File: src/rtl/qdma_sched.sv
// ---------------------------------------------------------------------------
// qdma_sched
//
// Shares one QBUS DMA master engine (qmaster2908 + Am2908 DAL transceivers)
// among NREQ on-board DMA clients. A round-robin arbiter grants one client at
// a time. The granted request is latched locally, and the scheduler then runs
// the master's dma_read/dma_write handshake. It steers the client's address
// and then its write data onto the transceiver latch (TDAL), captures read
// data, and returns a one-cycle ack or err pulse to the client. A watchdog
// abandons any master cycle that does not finish within TIMEOUT cycles.
//
// Ports
//   qclk, reset_n            20 MHz clock, asynchronous active-low reset
//   req/rd/addr/wdata        per-client request level, direction (1=DATI),
//                            22-bit address and 16-bit write word (packed)
//   ack/err                  per-client completion / failure pulses
//   rdata                    last captured read word
//   busy                     a grant is active
//   dma_read/dma_write       request lines to the master engine
//   assert_addr/assert_data  master phase strobes
//   read_pulse               master strobe: BDAL carries read data
//   dma_complete/nxm         master cycle termination (ok / non-existent mem)
//   BDAL                     received DAL (non-inverted)
//   TDAL                     transmit DAL to the transceiver latch
// ---------------------------------------------------------------------------
module qdma_sched #(
  parameter int NREQ    = 4,
  parameter int TIMEOUT = 1023
) (
  input  logic              qclk,
  input  logic              reset_n,
  input  logic [NREQ-1:0]   req,
  input  logic [NREQ-1:0]   rd,
  input  logic [NREQ*22-1:0] addr,
  input  logic [NREQ*16-1:0] wdata,
  output logic [NREQ-1:0]   ack,
  output logic [NREQ-1:0]   err,
  output logic [15:0]       rdata,
  output logic              busy,
  output logic              dma_read,
  output logic              dma_write,
  input  logic              assert_addr,
  input  logic              assert_data,
  input  logic              read_pulse,
  input  logic              dma_complete,
  input  logic              nxm,
  input  logic [21:0]       BDAL,
  output logic [21:0]       TDAL
);

  localparam int GW = $clog2(NREQ);
  localparam int TW = $clog2(TIMEOUT + 1);

  localparam logic [1:0] S_IDLE  = 2'd0;
  localparam logic [1:0] S_ISSUE = 2'd1;
  localparam logic [1:0] S_WAIT  = 2'd2;
  localparam logic [1:0] S_DONE  = 2'd3;

  logic [1:0]      state_q,     state_d;
  logic [GW-1:0]   gnt_q,       gnt_d;
  logic [GW-1:0]   last_q,      last_d;
  logic            rd_q,        rd_d;
  logic [21:0]     addr_q,      addr_d;
  logic [15:0]     wdata_q,     wdata_d;
  logic [TW-1:0]   timer_q,     timer_d;
  logic            dma_read_q,  dma_read_d;
  logic            dma_write_q, dma_write_d;
  logic [NREQ-1:0] ack_q,       ack_d;
  logic [NREQ-1:0] err_q,       err_d;
  logic [15:0]     rdata_q,     rdata_d;
  logic            busy_q,      busy_d;

  logic            arb_found;
  logic [GW-1:0]   arb_idx;
  logic            timeout;
  logic            bdal_unused;

  // Only the low 16 DAL bits carry data words.
  assign bdal_unused = ^BDAL[21:16];

  assign timeout = (timer_q == TW'(TIMEOUT));

  // Round-robin search starting just after the last served client, so a
  // client that has just been served goes to the back of the line.
  always_comb begin
    arb_found = 1'b0;
    arb_idx   = '0;
    for (int k = 1; k <= NREQ; k++) begin
      if (!arb_found && req[(int'(last_q) + k) % NREQ]) begin
        arb_found = 1'b1;
        arb_idx   = GW'((int'(last_q) + k) % NREQ);
      end
    end
  end

  // Next-state logic. The master request lines are registered, so they rise
  // one qclk after the grant edge. They are dropped on the edge that
  // terminates the phase (assert_data for writes, completion for reads).
  // Master responses are only honoured once the request is actually up.
  always_comb begin
    state_d     = state_q;
    gnt_d       = gnt_q;
    last_d      = last_q;
    rd_d        = rd_q;
    addr_d      = addr_q;
    wdata_d     = wdata_q;
    timer_d     = timer_q;
    dma_read_d  = dma_read_q;
    dma_write_d = dma_write_q;
    ack_d       = '0;
    err_d       = '0;
    rdata_d     = rdata_q;
    busy_d      = busy_q;

    case (state_q)
      S_IDLE: begin
        if (arb_found) begin
          gnt_d   = arb_idx;
          rd_d    = rd[arb_idx];
          addr_d  = addr[int'(arb_idx)*22 +: 22];
          wdata_d = wdata[int'(arb_idx)*16 +: 16];
          timer_d = '0;
          busy_d  = 1'b1;
          state_d = S_ISSUE;
        end
      end

      S_ISSUE: begin
        timer_d = timer_q + 1'b1;
        if (timeout || (nxm && (dma_read_q || dma_write_q))) begin
          dma_read_d   = 1'b0;
          dma_write_d  = 1'b0;
          err_d[gnt_q] = 1'b1;
          state_d      = S_DONE;
        end else if (rd_q) begin
          if (dma_complete && dma_read_q) begin
            dma_read_d   = 1'b0;
            ack_d[gnt_q] = 1'b1;
            state_d      = S_DONE;
          end else begin
            dma_read_d = 1'b1;
          end
        end else begin
          if (assert_data && dma_write_q) begin
            dma_write_d = 1'b0;
            state_d     = S_WAIT;
          end else begin
            dma_write_d = 1'b1;
          end
        end
      end

      S_WAIT: begin
        timer_d = timer_q + 1'b1;
        if (timeout || nxm) begin
          err_d[gnt_q] = 1'b1;
          state_d      = S_DONE;
        end else if (dma_complete) begin
          ack_d[gnt_q] = 1'b1;
          state_d      = S_DONE;
        end
      end

      default: begin
        last_d  = gnt_q;
        busy_d  = 1'b0;
        state_d = S_IDLE;
      end
    endcase

    // Read data only follows BDAL while a read grant is in its issue phase;
    // repeated pulses overwrite, so the last one wins.
    if (state_q == S_ISSUE && rd_q && read_pulse) begin
      rdata_d = BDAL[15:0];
    end
  end

  always_ff @(posedge qclk or negedge reset_n) begin
    if (!reset_n) begin
      state_q     <= S_IDLE;
      gnt_q       <= '0;
      last_q      <= GW'(NREQ - 1);
      rd_q        <= 1'b0;
      addr_q      <= '0;
      wdata_q     <= '0;
      timer_q     <= '0;
      dma_read_q  <= 1'b0;
      dma_write_q <= 1'b0;
      ack_q       <= '0;
      err_q       <= '0;
      rdata_q     <= '0;
      busy_q      <= 1'b0;
    end else begin
      state_q     <= state_d;
      gnt_q       <= gnt_d;
      last_q      <= last_d;
      rd_q        <= rd_d;
      addr_q      <= addr_d;
      wdata_q     <= wdata_d;
      timer_q     <= timer_d;
      dma_read_q  <= dma_read_d;
      dma_write_q <= dma_write_d;
      ack_q       <= ack_d;
      err_q       <= err_d;
      rdata_q     <= rdata_d;
      busy_q      <= busy_d;
    end
  end

  // The watchdog drops the request in the very cycle it expires rather than
  // one edge later. The state qualifier keeps both lines low outside ISSUE.
  assign dma_read  = dma_read_q  && !timeout && (state_q == S_ISSUE);
  assign dma_write = dma_write_q && !timeout && (state_q == S_ISSUE);

  assign ack   = ack_q;
  assign err   = err_q;
  assign rdata = rdata_q;
  assign busy  = busy_q;

  // Address phase wins over data phase. Reads never drive data outward.
  always_comb begin
    TDAL = '0;
    if (assert_addr) begin
      TDAL = addr_q;
    end else if (assert_data && !rd_q) begin
      TDAL = {6'b0, wdata_q};
    end
  end

endmodule

File: config.mk
export PLATFORM = sky130hd
export DESIGN_NAME = qdma_sched
export DESIGN_NICKNAME = d
export VERILOG_FILES = /design/src/rtl/qdma_sched.sv
export SDC_FILE = /design/constraint.sdc
export NUM_CORES = 1
export LEC_CHECK = 0
export CAP_MARGIN = 20
export CORE_MARGIN = 1.5
export CORE_UTILIZATION = 40
export DETAILED_ROUTE_END_ITERATION = 10
export PLACE_DENSITY = 0.87
export SLEW_MARGIN = 15
export SYNTH_ARGS = -nofsm -noshare
export SYNTH_HDL_FRONTEND = slang
export SYNTH_SLANG_ARGS = --single-unit
File: constraint.sdc
create_clock -name qclk -period 2.2 [get_ports qclk]
set_clock_uncertainty 0.1 [all_clocks]
set_input_delay 0.55 -clock qclk [delete_from_list [all_inputs] [get_ports qclk]]
set_output_delay 0.55 -clock qclk [all_outputs]
set_load 0.01 [all_outputs]
==> impl_metrics.yaml <==
logic_synthesis:
  yosys.area.top_type: "dfrtp_1"
  synth_xor_area_frac: 0.0134
  syn-num-nets: 621
  synthTopCellsByArea: "dfrtp_1 (44%), mux2i_1 (18%), o221ai_1 (7.6%), nand2_1 (4.2%), mux2_2 (4.2%)"
  synthesis.area_sq_mm: 0.00459
  synth-async-reset-ratio: 1.00
  synth_edf_count: 0
  synth-seq-cells: 82
  yosys.area_share.simple: 0.116
  yosysUniqueCellTypes: 42
  synth_area_per_cell_sq_um: 10.8
  synth_compound_area_frac: 0.149
  synth_top_family_by_area: "multiplexers"
  yosys_warnings: 0
  ys_seq_area_frac: 0.448
  syn-instance-count: 426
  muxShareOfSynthArea: 0.223
  synth_fa_ha_area_frac: 0.0164
  ys.flop_type: "dfrtp_1"
  yosysTopAreaCellShare: 0.436
place:
  gp_congestion: 0.851
  hpwlAfterDp_microns: 12000
  io_buffers: 231
setup_path:
  crit_type: "reg -> out"
  cp_max_fo: 2
  cp_slowest_cell: "dfrtp_1"
  critPathMaxStageDelay_ns: 0.36
  crit_chain: "ha_2 > and4_1 > nand4_1 > buf_4 > and3_4 > buf_6"
  worstSetupStartpointType: "register"
  worstSetupEndpointType: "output port"
  cp.arrival_ns: 1.66
  critPathRequiredTime_ns: 1.55
timing:
  slew_headroom: 0.675
  slew_violations: 0
  period_needed_ns: 2.31
  timing.final.hold_violations: 0
  rsz0062_at_grt: "yes"
  tightest_slew_ns: 0.487
  fin_ws_ns: -0.113
  setup-violations-final: 17
  fmax_ghz: 0.432
  finalCritPeriodShare: 1.05
route:
  wl_microns: 16100
  drtPass1Iterations: 4
  num_vias: 4654
  wl_per_cell_microns: 19.0
  via_per_inst: 5.49
  drt_iter0_markers: 213
  ant_nets: 0
  drc: 0
cells_and_area:
  post_route_cells_drive_above_1_share: 0.195
  syn2layout_area_growth_pct: 72.0
  fin_util: 0.715
  fill_cells: 794
  nets: 898
  diodes: 0
power:
  combinationalPowerShare: 0.537
  p_total_mw: 8.93
  switching_share: 0.379
  power_density_mw_per_mm2: 1130
  ir_worst_vdd_mv: 0.690
  power.share.clock: 0.162
  p_int_mw: 5.54
  seqPwrFrac: 0.301
  p_leak_nw: 3.64
  power_switching_mw: 3.38
floorplan:
  io_pins: 238
  die_area_sq_mm: 0.0121
  dieWidth_microns: 110
  num_rows: 38
  coreArea_sq_mm: 0.0110
  fp.dieH_microns: 110
  initial_core_util: 0.416
cts:
  cts_inserted_buffers: 9
  cts_tree: "done"
  clk_path_buf_depth: 2
  cts_sinks: 82
  clock_latency_ns: 0.33
  ctsHoldBuffers: 0
  h-tree-depth: 3
  root_buffer: "clkbuf_16"
  path_clk_slew_ns: 0.07
grt:
  antenna_found_initial: 0
  grt_util_all_layers: 0.257
  use_met1: 0.283
  grt_pass1_wl_microns: 23700
  gr-usage-met2: 0.483
  grt_busiest_layer: "met2"
  gr-usage-met3: 0.0529
  grt_pass1_vias: 4868
  grt_start_max_net_pins: 38
  gr-total-overflow: 0
run_status:
  violations: "setup timing"
  outcome: "finished with violations"
worst_hold_path:
  hold_path_class: "in -> async"
run:
  cap_violations: 0
[cells in the mapped netlist, types with 2 or more instances]
| cell type | number |
|---|---|
| nand3_1 | 5 |
| dfrtp_1 | 80 |
| nor2_1 | 22 |
| buf_6 | 2 |
| o221ai_1 | 40 |
| dfstp_2 | 2 |
| nor2b_1 | 3 |
| a31oi_1 | 2 |
| o21ai_0 | 6 |
| a21oi_1 | 8 |
| clkbuf_1 | 16 |
| nand2b_1 | 7 |
| nor3_1 | 4 |
| and2_1 | 8 |
| mux2_2 | 17 |
| a21o_1 | 3 |
| inv_1 | 5 |
| ha_1 | 6 |
| xnor2_1 | 4 |
| mux2i_1 | 82 |
| and3_1 | 4 |
| xor2_1 | 3 |
| nand2_1 | 51 |
| a22o_1 | 18 |
| buf_2 | 11 |
[through the flow]
step,setup TNS (ns),cells,setup WS (ns),hold WS [ns],cell area [sq um]
after detailed placement,-31.38,816,-0.830,0.378,7410
after CTS,-0.835,844,-0.119,0.0869,7780
after global routing,-2.01,848,-0.186,0.103,7890
final,-0.884,848,-0.113,0.0722,7890
after floorplan,0,426,0.0991,0.154,4590
after global placement,-26.31,816,-0.676,0.372,7410
[path summary, 6_finish.rpt]
kind | from | to | slack [ns] | depth (start not counted)
worst min register to register | wdata_q[2] | wdata_q[2] | 0.39 | 2
max in group asynchronous | reset_n | addr_q[9] | 1.34 | 2
min in group qclk | wdata_q[2] | wdata_q[2] | 0.39 | 2
worst min-delay path | reset_n | rdata[0] | 0.07 | 1
worst max-delay path | timer_q[1] | dma_write | -0.11 | 6
worst max register to register | timer_q[0] | state_q[1] | 0.04 | 9
[layout make-up]
class | count | area (sq um) | area share
flip-flops and latches | 82 | 2050 | 0.260
inverters | 5 | 18.8 | 0.00238
multi-input cells | 310 | 2480 | 0.315
clock inverters | 7 | 60.1 | 0.00761
well taps | 140 | 175 | 0.0222
clock buffers | 9 | 225 | 0.0285
repair buffers | 295 | 2870 | 0.364
[worst max-delay path: cells and delay by family, from the launching register on]
family	cells	cell delay [ns]
DFF	1	0.36
adders and majority gates	1	0.18
and+or+nand+nor	3	0.50
buffers and inverters	2	0.29
[kinds of logic (layout without fill, tap and decap cells)]
family / Yosys count / after routing
muxes: 100 / 100
AOI/OAI and AO/OA: 84 / 84
adders and majority gates: 6 / 6
xor gates and xnor gates: 7 / 7
DFF: 82 / 82
buffers and inverters: 34 / 316
and+or+nand+nor: 113 / 113
[layout by cell type, fill, tap and decap left out, types with 4 or more instances in the layout]
cell / n
buf_2: 16
a21oi_1: 6
clkdlybuf4s50_1: 200
and2_1: 8
o21ai_0: 6
o221ai_1: 39
inv_1: 5
mux2_2: 17
xnor2_1: 4
a22o_1: 18
nand2_1: 51
nand2b_1: 6
mux2i_1: 80
nand3_1: 5
buf_6: 11
dlygate4sd2_1: 7
buf_4: 46
dfrtp_1: 80
clkbuf_16: 10
buf_12: 8
inv_6: 4
nor3_1: 4
ha_1: 5
nor2_1: 21
[metal layers]
metal	routed length, microns	vias to the layer above
met1	5820	2219
met3	1410	49
met2	8360	244
li1	-	2142
met5	0	-
met4	479	0
[power by group through the flow]
stage / logic (mW) / clock network, mW / registers (mW)
2_1_floorplan: 2.47 / 0 / 2.60
3_3_place_gp: 4.44 / 0 / 2.66
3_5_place_dp: 4.63 / 0 / 2.68
4_1_cts: 4.66 / 1.47 / 2.67
5_1_grt: 5.18 / 1.54 / 2.75
6_report: 4.79 / 1.45 / 2.68
[repair_timing]
action	in CTS	in global routing
pin swaps	6	8
setup endpoints to repair	40	59
resized for setup	108	12
cloned	1	1
buffers inserted	11	3
[sequential cells by signal, indices dropped and copies added, names as in the netlist]
name	cells
gnt_q	2
timer_q	10
rd_q	1
dma_write_q	1
addr_q	22
dma_read_q	1
last_q	2
rdata	16
ack	4
state_q	2
err	4
busy	1
wdata_q	16
No activity file was read; power rests on OpenSTA's default activity.
